[src/rtl/intersection_ctrl.sv]
`default_nettype none
// ============================================================================
// Module   : intersection_ctrl
// Purpose  : Two-way intersection sequencer (A main, B side) with demand-driven
//            min/max green, fixed yellow and all-red clearance. Optional
//            pedestrian walk phase enabled by defining PED_WALK_EN.
// Revision : 1.0 - initial release
// ============================================================================
module intersection_ctrl #(
    parameter int CLOCK_FREQ  = 50,
    parameter int GREEN_MIN_S = 5,
    parameter int GREEN_MAX_S = 15,
    parameter int YELLOW_S    = 1,
    parameter int ALLRED_S    = 1
`ifdef PED_WALK_EN
    ,
    parameter int WALK_S      = 4
`endif
) (
    input  logic       clk,
    input  logic       reset,
    input  logic       req_a,
    input  logic       req_b,
`ifdef PED_WALK_EN
    input  logic       ped_req,
    output logic       walk,
`endif
    output logic [2:0] light_a,
    output logic [2:0] light_b,
    output logic [2:0] state_o
);

    localparam logic [31:0] c_GMIN = 32'(CLOCK_FREQ * GREEN_MIN_S);
    localparam logic [31:0] c_GMAX = 32'(CLOCK_FREQ * GREEN_MAX_S);
    localparam logic [31:0] c_YEL  = 32'(CLOCK_FREQ * YELLOW_S);
    localparam logic [31:0] c_CLR  = 32'(CLOCK_FREQ * ALLRED_S);
`ifdef PED_WALK_EN
    localparam logic [31:0] c_WALK = 32'(CLOCK_FREQ * WALK_S);
`endif

    localparam logic [2:0] c_RED    = 3'b001;
    localparam logic [2:0] c_GREEN  = 3'b010;
    localparam logic [2:0] c_YELLOW = 3'b100;

    typedef enum logic [2:0] {
        ST_ALLRED_A = 3'd0,
        ST_A_GREEN  = 3'd1,
        ST_A_YELLOW = 3'd2,
        ST_ALLRED_B = 3'd3,
        ST_B_GREEN  = 3'd4,
        ST_B_YELLOW = 3'd5,
        ST_PED_WALK = 3'd6
    } state_t;

    state_t      state_q, state_d;
    logic [31:0] timer_q, timer_d;
    logic        dem_a_q, dem_a_d;
    logic        dem_b_q, dem_b_d;
`ifdef PED_WALK_EN
    logic        dem_p_q, dem_p_d;
    logic        to_b_q,  to_b_d;
`endif

    logic w_opp_a;
    logic w_opp_b;
    logic w_min_done;
    logic w_max_done;
    logic w_green;

    always_comb begin
        w_opp_a    = dem_b_q | req_b;
        w_opp_b    = dem_a_q | req_a;
        w_min_done = (timer_q >= c_GMIN - 32'd1);
        w_max_done = (timer_q >= c_GMAX - 32'd1);
        w_green    = (state_q == ST_A_GREEN) || (state_q == ST_B_GREEN);
    end

    // Next state, timer and demand latches
    always_comb begin
        state_d = state_q;
        timer_d = timer_q + 32'd1;
        dem_a_d = dem_a_q;
        dem_b_d = dem_b_q;
`ifdef PED_WALK_EN
        dem_p_d = dem_p_q;
        to_b_d  = to_b_q;
`endif

        case (state_q)
            ST_ALLRED_A: begin
                if (timer_q == c_CLR - 32'd1) begin
                    state_d = ST_A_GREEN;
`ifdef PED_WALK_EN
                    if (dem_p_q) begin
                        state_d = ST_PED_WALK;
                        to_b_d  = 1'b0;
                    end
`endif
                end
            end
            ST_A_GREEN: begin
                if (w_opp_a && ((w_min_done && !req_a) || w_max_done)) begin
                    state_d = ST_A_YELLOW;
                end
            end
            ST_A_YELLOW: begin
                if (timer_q == c_YEL - 32'd1) begin
                    state_d = ST_ALLRED_B;
                end
            end
            ST_ALLRED_B: begin
                if (timer_q == c_CLR - 32'd1) begin
                    state_d = ST_B_GREEN;
`ifdef PED_WALK_EN
                    if (dem_p_q) begin
                        state_d = ST_PED_WALK;
                        to_b_d  = 1'b1;
                    end
`endif
                end
            end
            ST_B_GREEN: begin
                if (w_opp_b && ((w_min_done && !req_b) || w_max_done)) begin
                    state_d = ST_B_YELLOW;
                end
            end
            ST_B_YELLOW: begin
                if (timer_q == c_YEL - 32'd1) begin
                    state_d = ST_ALLRED_A;
                end
            end
`ifdef PED_WALK_EN
            ST_PED_WALK: begin
                if (timer_q == c_WALK - 32'd1) begin
                    state_d = to_b_q ? ST_B_GREEN : ST_A_GREEN;
                end
            end
`endif
            default: begin
                state_d = ST_ALLRED_A;
            end
        endcase

        // A resting green holds its timer at the max-green threshold so late
        // opposing demand is served on the very next cycle.
        if (state_d != state_q) begin
            timer_d = 32'd0;
        end else if (w_green && w_max_done) begin
            timer_d = timer_q;
        end

        if (req_a && (state_q != ST_A_GREEN)) begin
            dem_a_d = 1'b1;
        end
        if (req_b && (state_q != ST_B_GREEN)) begin
            dem_b_d = 1'b1;
        end
        if ((state_d == ST_A_GREEN) && (state_q != ST_A_GREEN)) begin
            dem_a_d = 1'b0;
        end
        if ((state_d == ST_B_GREEN) && (state_q != ST_B_GREEN)) begin
            dem_b_d = 1'b0;
        end
`ifdef PED_WALK_EN
        if (ped_req && (state_q != ST_PED_WALK)) begin
            dem_p_d = 1'b1;
        end
        if ((state_d == ST_PED_WALK) && (state_q != ST_PED_WALK)) begin
            dem_p_d = 1'b0;
        end
`endif
    end

    always_ff @(posedge clk) begin
        if (reset) begin
            state_q <= ST_ALLRED_A;
            timer_q <= 32'd0;
            dem_a_q <= 1'b0;
            dem_b_q <= 1'b0;
`ifdef PED_WALK_EN
            dem_p_q <= 1'b0;
            to_b_q  <= 1'b0;
`endif
        end else begin
            state_q <= state_d;
            timer_q <= timer_d;
            dem_a_q <= dem_a_d;
            dem_b_q <= dem_b_d;
`ifdef PED_WALK_EN
            dem_p_q <= dem_p_d;
            to_b_q  <= to_b_d;
`endif
        end
    end

    // Outputs depend on the state register alone
    always_comb begin
        light_a = c_RED;
        light_b = c_RED;
        case (state_q)
            ST_A_GREEN:  light_a = c_GREEN;
            ST_A_YELLOW: light_a = c_YELLOW;
            ST_B_GREEN:  light_b = c_GREEN;
            ST_B_YELLOW: light_b = c_YELLOW;
            default:     ;
        endcase
        state_o = state_q;
`ifdef PED_WALK_EN
        walk    = (state_q == ST_PED_WALK);
`endif
    end

endmodule
`default_nettype wire

[config.mk]
export PLATFORM = sky130hd
export DESIGN_NAME = intersection_ctrl
export DESIGN_NICKNAME = d
export VERILOG_FILES = /design/src/rtl/intersection_ctrl.sv
export SDC_FILE = /design/constraint.sdc
export NUM_CORES = 1
export LEC_CHECK = 0
export ABC_CLOCK_PERIOD_IN_PS = 2660
export BUFFER_PORTS_ARGS = -buffer_cell sky130_fd_sc_hd__buf_2
export CORE_UTILIZATION = 53
export DETAILED_ROUTE_END_ITERATION = 12
export GPL_TIMING_DRIVEN = 0
export PLACE_DENSITY_LB_ADDON = 0.3
export SYNTH_ARGS = -nofsm -noshare
export SYNTH_HDL_FRONTEND = slang
export SYNTH_SLANG_ARGS = --single-unit
[constraint.sdc]
create_clock -name clk -period 2.66 [get_ports clk]
set_input_delay 0.266 -clock clk [delete_from_list [all_inputs] [get_ports clk]]
set_output_delay 0.266 -clock clk [all_outputs]
set_load 0.03 [all_outputs]
---- After elaboration in Yosys (flattened, before gate mapping) ----
Index checks and enable logic that the tools add are counted.
operators by class
  reductions and logical operators ........ 18
  magnitude comparators ................... 2
  equal/unequal tests ..................... 11
  add/sub/neg operators ................... 1
  muxes and demuxes ....................... 9
  bitwise gates (word level) .............. 2
operators with widths
  operator                 count
  $add A32 B1 Y32 const B  1
  $eq A32 B6 Y1 const B    1
  $ge A32 B10 Y1 const B   1
  $ge A32 B8 Y1 const B    1
  $mux W3                  6
  $pmux W3 S6              1
  $pmux W3 S2              2
  $eq A3 B3 Y1 const B     3
  $logic_and A1 B1 Y1      9
  $eq A3 B1 Y1 const B     2
  $eq A3 B2 Y1 const B     2
  $reduce_or A2 Y1         3
  $logic_not A3 Y1         1
  $logic_or A1 B1 Y1       3
  $ne A3 B1 Y1 const B     1
  $ne A3 B3 Y1             1
  $ne A3 B3 Y1 const B     1
  $logic_not A1 Y1         2
  $or A1 B1 Y1             2
storage, ports and cells
  output and inout bits ................... 9
  bits of input ports ..................... 4
  bits in registers ....................... 37
  word-level logic and storage cells ...... 47

---- Longest topological paths before layout ----
Gate-level depths: netlist of run 1.
  word-level depth ........................ 9
  gate-level depth with buffers ........... 10
  gate-level depth less buffers ........... 8

---- Least setup slack after synthesis of run 1 ----
No wires, ideal clock.
  path kind ............................... reg2reg
  start ................................... register timer_q[16]
  end ..................................... register timer_q[23]
  arrival ................................. 2.375 ns
  setup slack ............................. 0.215 ns
  stages on the path, launching flop included .. 7
  period minus slack after synthesis ...... 2.445 ns
  path buffers ............................ 1
  setup time .............................. 0.070 ns
  required time ........................... 2.590 ns
  cells stage by stage .................... dfxtp_1 > or4_1 > or4_4 > o211a_4 > buf_6 > or4_1 > a21oi_1
on the way
  longest elaborated chain between the ends .. 8
  elaborated cells on any way between the ends .. 20
  classes of those cells .................. add/sub: 1; order compare: 2; eq/ne: 2; mux: 7; reduce/logical: 8
ends and longest elaborated chain
  item                                           RTL line  text
  start, declared                                56        logic [31:0] timer_q, timer_d;
  start signal, assigned                         186       timer_q <= timer_d;
  $ge A32 B8 Y1                                  73        w_min_done = (timer_q >= c_GMIN - 32'd1);
  $logic_and A1 B1 Y1, on equally long branches  123, 102
  $logic_or A1 B1 Y1, on equally long branches   123, 102
  $logic_and A1 B1 Y1, on equally long branches  123, 102
  $mux W3, on equally long branches              123, 102
  $pmux W3 S6                                    89        case (state_q)
  $ne A3 B3 Y1                                   146       if (state_d != state_q) begin
  $reduce_or A2 Y1 (no source line)              n/a
Parallel ways exist; a longest one is shown, timed or not.
A chain may end at the register's enable or synchronous reset.

---- Worst setup path after layout of run 1 ----
  start ................................... register timer_q[16]
  end ..................................... register timer_q[29]
The elaborated chain is that of the path after synthesis.

==> results of run 1 <==
==> through the flow <==
step	cell area, µm²	cells
detailed placement	2200	326
global placement	2200	326
CTS	2320	336
finish	2390	337
floorplan	2080	266
global route	2390	337
==> registers in the layout, indices dropped and copies added (netlist names) <==
signal and cells:
state_o 3, timer_q 32, dem_a_q 1, dem_b_q 1
==> layer usage <==
metal  wire length (µm)  global-route usage, %
met1               2450                   34.7
met2               2650                   47.5
met3                322                   6.16
met4                 76                   9.17
met5                  0                      0
==> power by group <==
part / total, mW / leakage (nW) / switching [mW] / internal (mW)
registers: 0.565 / 0.300 / 0.00514 / 0.559
logic: 0.0454 / 0.388 / 0.0256 / 0.0198
clock network: 0.392 / 0.0450 / 0.211 / 0.182
==> placed cells by master (no fill, tap or decap), types with 8 or more instances in the layout <==
cell       n
buf_2     12
inv_1      8
dfxtp_1   36
clkbuf_1   9
o21ai_0   15
nand4_1   13
or4_1     21
a21oi_1   35
nand3_1   13
o31ai_1   17
nor2_1    17
nand2_1   14
or3_1     15
==> logic make-up after synthesis <==
kind of cell / synth area share, %
and+or+nand+nor: 33.5
AOI/OAI and AO/OA: 22.4
DFF: 35.6
buffers and inverters: 5.41
adders and majority gates: 1.80
xor gates and xnor gates: 0.841
muxes: 0.481
==> worst min-delay path by stage <==
stage	from	endpoint	cells after the start
2_1_floorplan	reset	state_o[0]	1
3_3_place_gp	timer_q[18]	timer_q[18]	2
3_5_place_dp	timer_q[18]	timer_q[18]	2
4_1_cts	reset	state_o[1]	2
5_1_grt	reset	state_o[0]	2
6_report	reset	state_o[1]	2
==> repair_timing <==
action | CTS | global route
pin swaps | 2 | 4
setup buffers | 2 | 3
resized for setup | 8 | 23
setup endpoints to repair | 31 | 32
hold buffers | 0 | 0
==> worst reg2reg max path: cells and delay by family (launching register included) <==
family	cells	cell delay, ps
DFF	1	350
and+or+nand+nor	2	1070
AOI/OAI and AO/OA	3	580
buffers and inverters	2	490
==> Yosys cell counts (all sizes together) (2+ instances only) <==
master,instances
ha,3
nand3,13
nor2,17
nand2b,4
nand4,13
clkbuf,16
o21ai,16
dfxtp,37
buf,2
and4,4
or3,15
o31ai,21
a21oi,36
nor3,4
nor4,6
inv,8
nand2,14
or4,23
==> cell type report <==
cell class | count | area share, %
Timing Repair Buffer | 17 | 4.08
Inverter | 8 | 1.26
Tap cell | 48 | 2.51
Clock buffer | 6 | 3.04
Multi-Input combinational cell | 203 | 53.3
Clock inverter | 2 | 0.419
Sequential cell | 37 | 31.0
Buffer | 16 | 4.34
==> results.json, run 1 <==
{
  "antenna_found_initial": 0,
  "drt-total-wl_mm": 5.50,
  "cts_tree": "yes",
  "whs_ps": 208,
  "worstMarginPinSlew_ps": 1130,
  "hold_viol": 0,
  "ys_dominant_reg_cell": "dfxtp_1",
  "setup_violations": 0,
  "ys_ff_latch": 37,
  "die_w_um": 64.7,
  "wl_per_cell_um": 16.3,
  "drcViolationCount": 0,
  "crit_fanout": 10,
  "port_buffers": 12,
  "multi_input_area_um2": 1270,
  "finalCritPeriodShare_pct": 97.8,
  "fill_cells": 330,
  "ys_types": 33,
  "cts_buffer_depth": 2,
  "yosysSeqAreaShare_pct": 35.6,
  "critical_path_buf_inv_count": 2,
  "post-place-ws_ps": -237,
  "crit_top_cell": "or4_4",
  "startpoint": "timer_q[16]",
  "cts-root-buf": "clkbuf_8",
  "n_antenna_cell": 0,
  "start_util_pct": 56.0,
  "critPathKind": "reg2reg",
  "grt_pass1_vias": 1943,
  "p_leak_nw": 0.733,
  "r2r_cells": 7,
  "timing.slew.headroom_pct": 23.8,
  "gp_congestion": 0.896,
  "worst_path_max_delay_cell": "or4_4",
  "grt_start_max_net_pins": 12,
  "ir_drop_v": 0.000372,
  "clock-sinks": 37,
  "reg2reg_slack_ps": 60,
  "period_needed_ps": 2600,
  "worstSkewPairLatency_ps": 300,
  "rows": 22,
  "worstReg2RegEnd": "timer_q[29]",
  "die_h_um": 64.7,
  "fin_util_pct": 64.3,
  "dp_hpwl_mm": 3.77,
  "cp-end-kind": "flop",
  "yosys_warnings": 0,
  "syn_inst": 266,
  "htree_levels": 2,
  "crit_chain": "or4_4 > or4_4 > o211a_4 > clkbuf_1 > clkbuf_4 > o21ai_0 > a21oi_1",
  "ys_top_cells_by_area": "dfxtp_1 36%, a21oi_1 8.7%, or4_1 7.9%",
  "endpoint": "timer_q[29]",
  "fin_tns_setup_ps": 0,
  "status": "completed",
  "slowest_delay_ps": 540,
  "overflow": 0,
  "pin_count": 13,
  "worstPathArrival_ps": 2790,
  "firstDrtPassIters": 5,
  "ff_latch_area_um2": 742,
  "syn2layout_area_growth_pct": 14.8,
  "drt-initial-drc-count": 193,
  "cts_made_buffers": 5,
  "drtAntennaViolNets": 0,
  "power.total_mw": 1.00,
  "synthesis.nets": 273,
  "die-area_um2": 4180,
  "grt_pass1_wl_mm": 9.03,
  "clkTransAtPathRegs_ps": 80,
  "avgViaCountPerCell": 6.41,
  "drive_above_1_share_pct": 15.9,
  "power.density_nw_per_um2": 419,
  "crit_required_ps": 2850,
  "cp_num_cells": 7,
  "setup_ws_ps": 58.6,
  "grtUsageTotal_pct": 27.9,
  "synth.top_cell.area_share_pct": 35.6,
  "synth_edf_count": 0,
  "core_area_um2": 3720,
  "vias": 2159,
  "fin_skew_ps": 4.92,
  "max_freq_mhz": 384,
  "syn_avg_cell_area_um2": 7.83,
  "async_flop_share_pct": 0,
  "cap_violations": 0,
  "slew_violations": 0,
  "cp-start-kind": "flop",
  "nNetsFinal": 295,
  "path_delay_family": "simple AND/OR/NAND/NOR gates",
  "min_path_type": "in2reg",
  "reg2reg_from": "timer_q[16]",
  "yosysTopAreaCell": "dfxtp_1",
  "syn_area_um2": 2080
}
No activity file was read; power rests on OpenSTA's default activity.
==> run 2, diff against run 1 <==
CELL_PAD_IN_SITES_DETAIL_PLACEMENT = 1   (was not set)
CELL_PAD_IN_SITES_GLOBAL_PLACEMENT = 1   (was not set)
CORE_UTILIZATION = 45   (was 53)
==> results.json, run 2 (synthesized netlist as in run 1, its figures left out) <==
{
  "cap_violations": 0,
  "port_buffers": 12,
  "cp-end-kind": "flop",
  "slew_violations": 0,
  "cts_buffer_depth": 2,
  "drtAntennaViolNets": 0,
  "cts_tree": "yes",
  "whs_path_depth": 2,
  "min_path_type": "in2reg",
  "final_cell_mix": "35 x a21oi_1, 34 x dfxtp_1, 20 x or4_1, 17 x nor2_1, 16 x buf_2",
  "worstMarginPinSlew_ps": 1050,
  "status": "completed",
  "period_needed_ps": 2630,
  "antenna_found_initial": 0,
  "design_area_um2": 2450,
  "avgViaCountPerCell": 6.42,
  "crit_fanout": 10,
  "rows": 24,
  "critPathKind": "reg2reg",
  "max_freq_mhz": 380,
  "hold_viol": 0,
  "postCtsHoldBufs": 0,
  "firstDrtPassIters": 4,
  "drive_above_1_share_pct": 18.3,
  "p_leak_nw": 0.766,
  "die-area_um2": 4900,
  "finalCritPeriodShare_pct": 98.8,
  "syn2layout_area_growth_pct": 17.6,
  "place_area_um2": 2210,
  "top_register": "timer_q",
  "fill_cells": 553,
  "cts_made_buffers": 5,
  "wl_per_cell_um": 18.9,
  "grt_pass1_wl_mm": 10.7,
  "pin_count": 13,
  "drt-initial-drc-count": 110,
  "cts-root-buf": "clkbuf_8",
  "clkTransAtPathRegs_ps": 90,
  "final_common_cell": "a21oi_1",
  "grtUsageMet2_pct": 48.8,
  "ir_drop_v": 0.000347,
  "power.density_nw_per_um2": 494,
  "drt-total-wl_mm": 6.45,
  "overflow": 0,
  "worstPathArrival_ps": 2810,
  "grt_start_max_net_pins": 13,
  "core_area_um2": 4410,
  "clock-sinks": 37,
  "cp-start-kind": "flop",
  "largest_register_ffs": 32,
  "worstSkewPairLatency_ps": 310,
  "busiest_layer": "met2",
  "gp_congestion": 0.798,
  "n_antenna_cell": 0,
  "rsz0062_at_grt": "no",
  "grt_use_met1_pct": 33.2,
  "whs_ps": 206,
  "vias": 2189,
  "die_w_um": 70.0,
  "r2r_cells": 8,
  "dp_hpwl_mm": 4.49,
  "die_h_um": 70.0,
  "grt_pass1_vias": 2271,
  "htree_levels": 2,
  "nNetsFinal": 295,
  "start_util_pct": 47.2,
  "timing.slew.headroom_pct": 29.3,
  "setup_violations": 0,
  "grt_use_met3_pct": 5.48,
  "fin_skew_ps": 16.1,
  "drcViolationCount": 0,
  "grtUsageTotal_pct": 27.7,
  "crit_required_ps": 2850
}
run 2: cell count changes in the layout (fill, tap and decap cells not counted), sizes merged:
cell,change
bufinv,+2
clkbuf,-2
clkinv,-1
buf,+1
run 2: worst max-delay path, stage by stage (launching register included):
cell	delay [ps]
dfxtp_1	360
nor4_1	400
nand4_1	210
or4_4	490
o211a_4	290
buf_6	150
clkbuf_4	210
o31ai_1	310
a21oi_2	90
run 2: final timing paths:
kind / slack, ps / end / start
max: 30 / timer_q[26] / timer_q[22]
max reg2reg: 30 / timer_q[26] / timer_q[22]
min: 210 / state_o[1] / reset
min reg2reg: 500 / timer_q[16] / timer_q[16]
run 2: area by class of cell:
cell class	count	area [µm²]	share of cell area, %
Buffer	16	88.8	3.63
Clock buffer	5	68.8	2.81
Clock inverter	3	65.1	2.66
Inverter	8	30.0	1.23
Multi-Input combinational cell	203	1290	52.6
Sequential cell	37	744	30.4
Tap cell	52	65.1	2.66
Timing Repair Buffer	17	97.6	3.99
run 2: per-layer routing:
metal	up-vias	share of wire (%)	wire length (µm)
li1	1067	-	-
met1	1085	44	2850
met2	28	51	3270
met3	9	3.7	236
met4	0	1.4	93
met5	-	0	0
run 2: timing repair:
action | in CTS | in global routing
setup endpoints to repair | 32 | 31
resized for setup | 12 | 19
pin swaps | 2 | 4
buffers inserted | 3 | 2
cloned | 0 | 0
run 2: per-stage QoR:
step | total power [mW] | cells | TNS (ps) | util [%] | setup WS, ps
final | 1.21 | 341 | 0 | 55.5 | 31.1
after global routing | 1.24 | 341 | 0 | 55.5 | 2.79
after CTS | 1.21 | 341 | 0 | 54.3 | 0.103
after detailed placement | 0.619 | 330 | -8310 | 50.0 | -326
after global placement | 0.616 | 330 | -7490 | 50.0 | -265
after floorplan | 0.603 | 266 | 0 | - | 215
run 2: report_power, final:
| group | switching, mW | internal [mW] | leakage, nW |
|---|---|---|---|
| registers | 0.00514 | 0.560 | 0.301 |
| logic | 0.0277 | 0.0175 | 0.397 |
| clock network | 0.226 | 0.373 | 0.0681 |
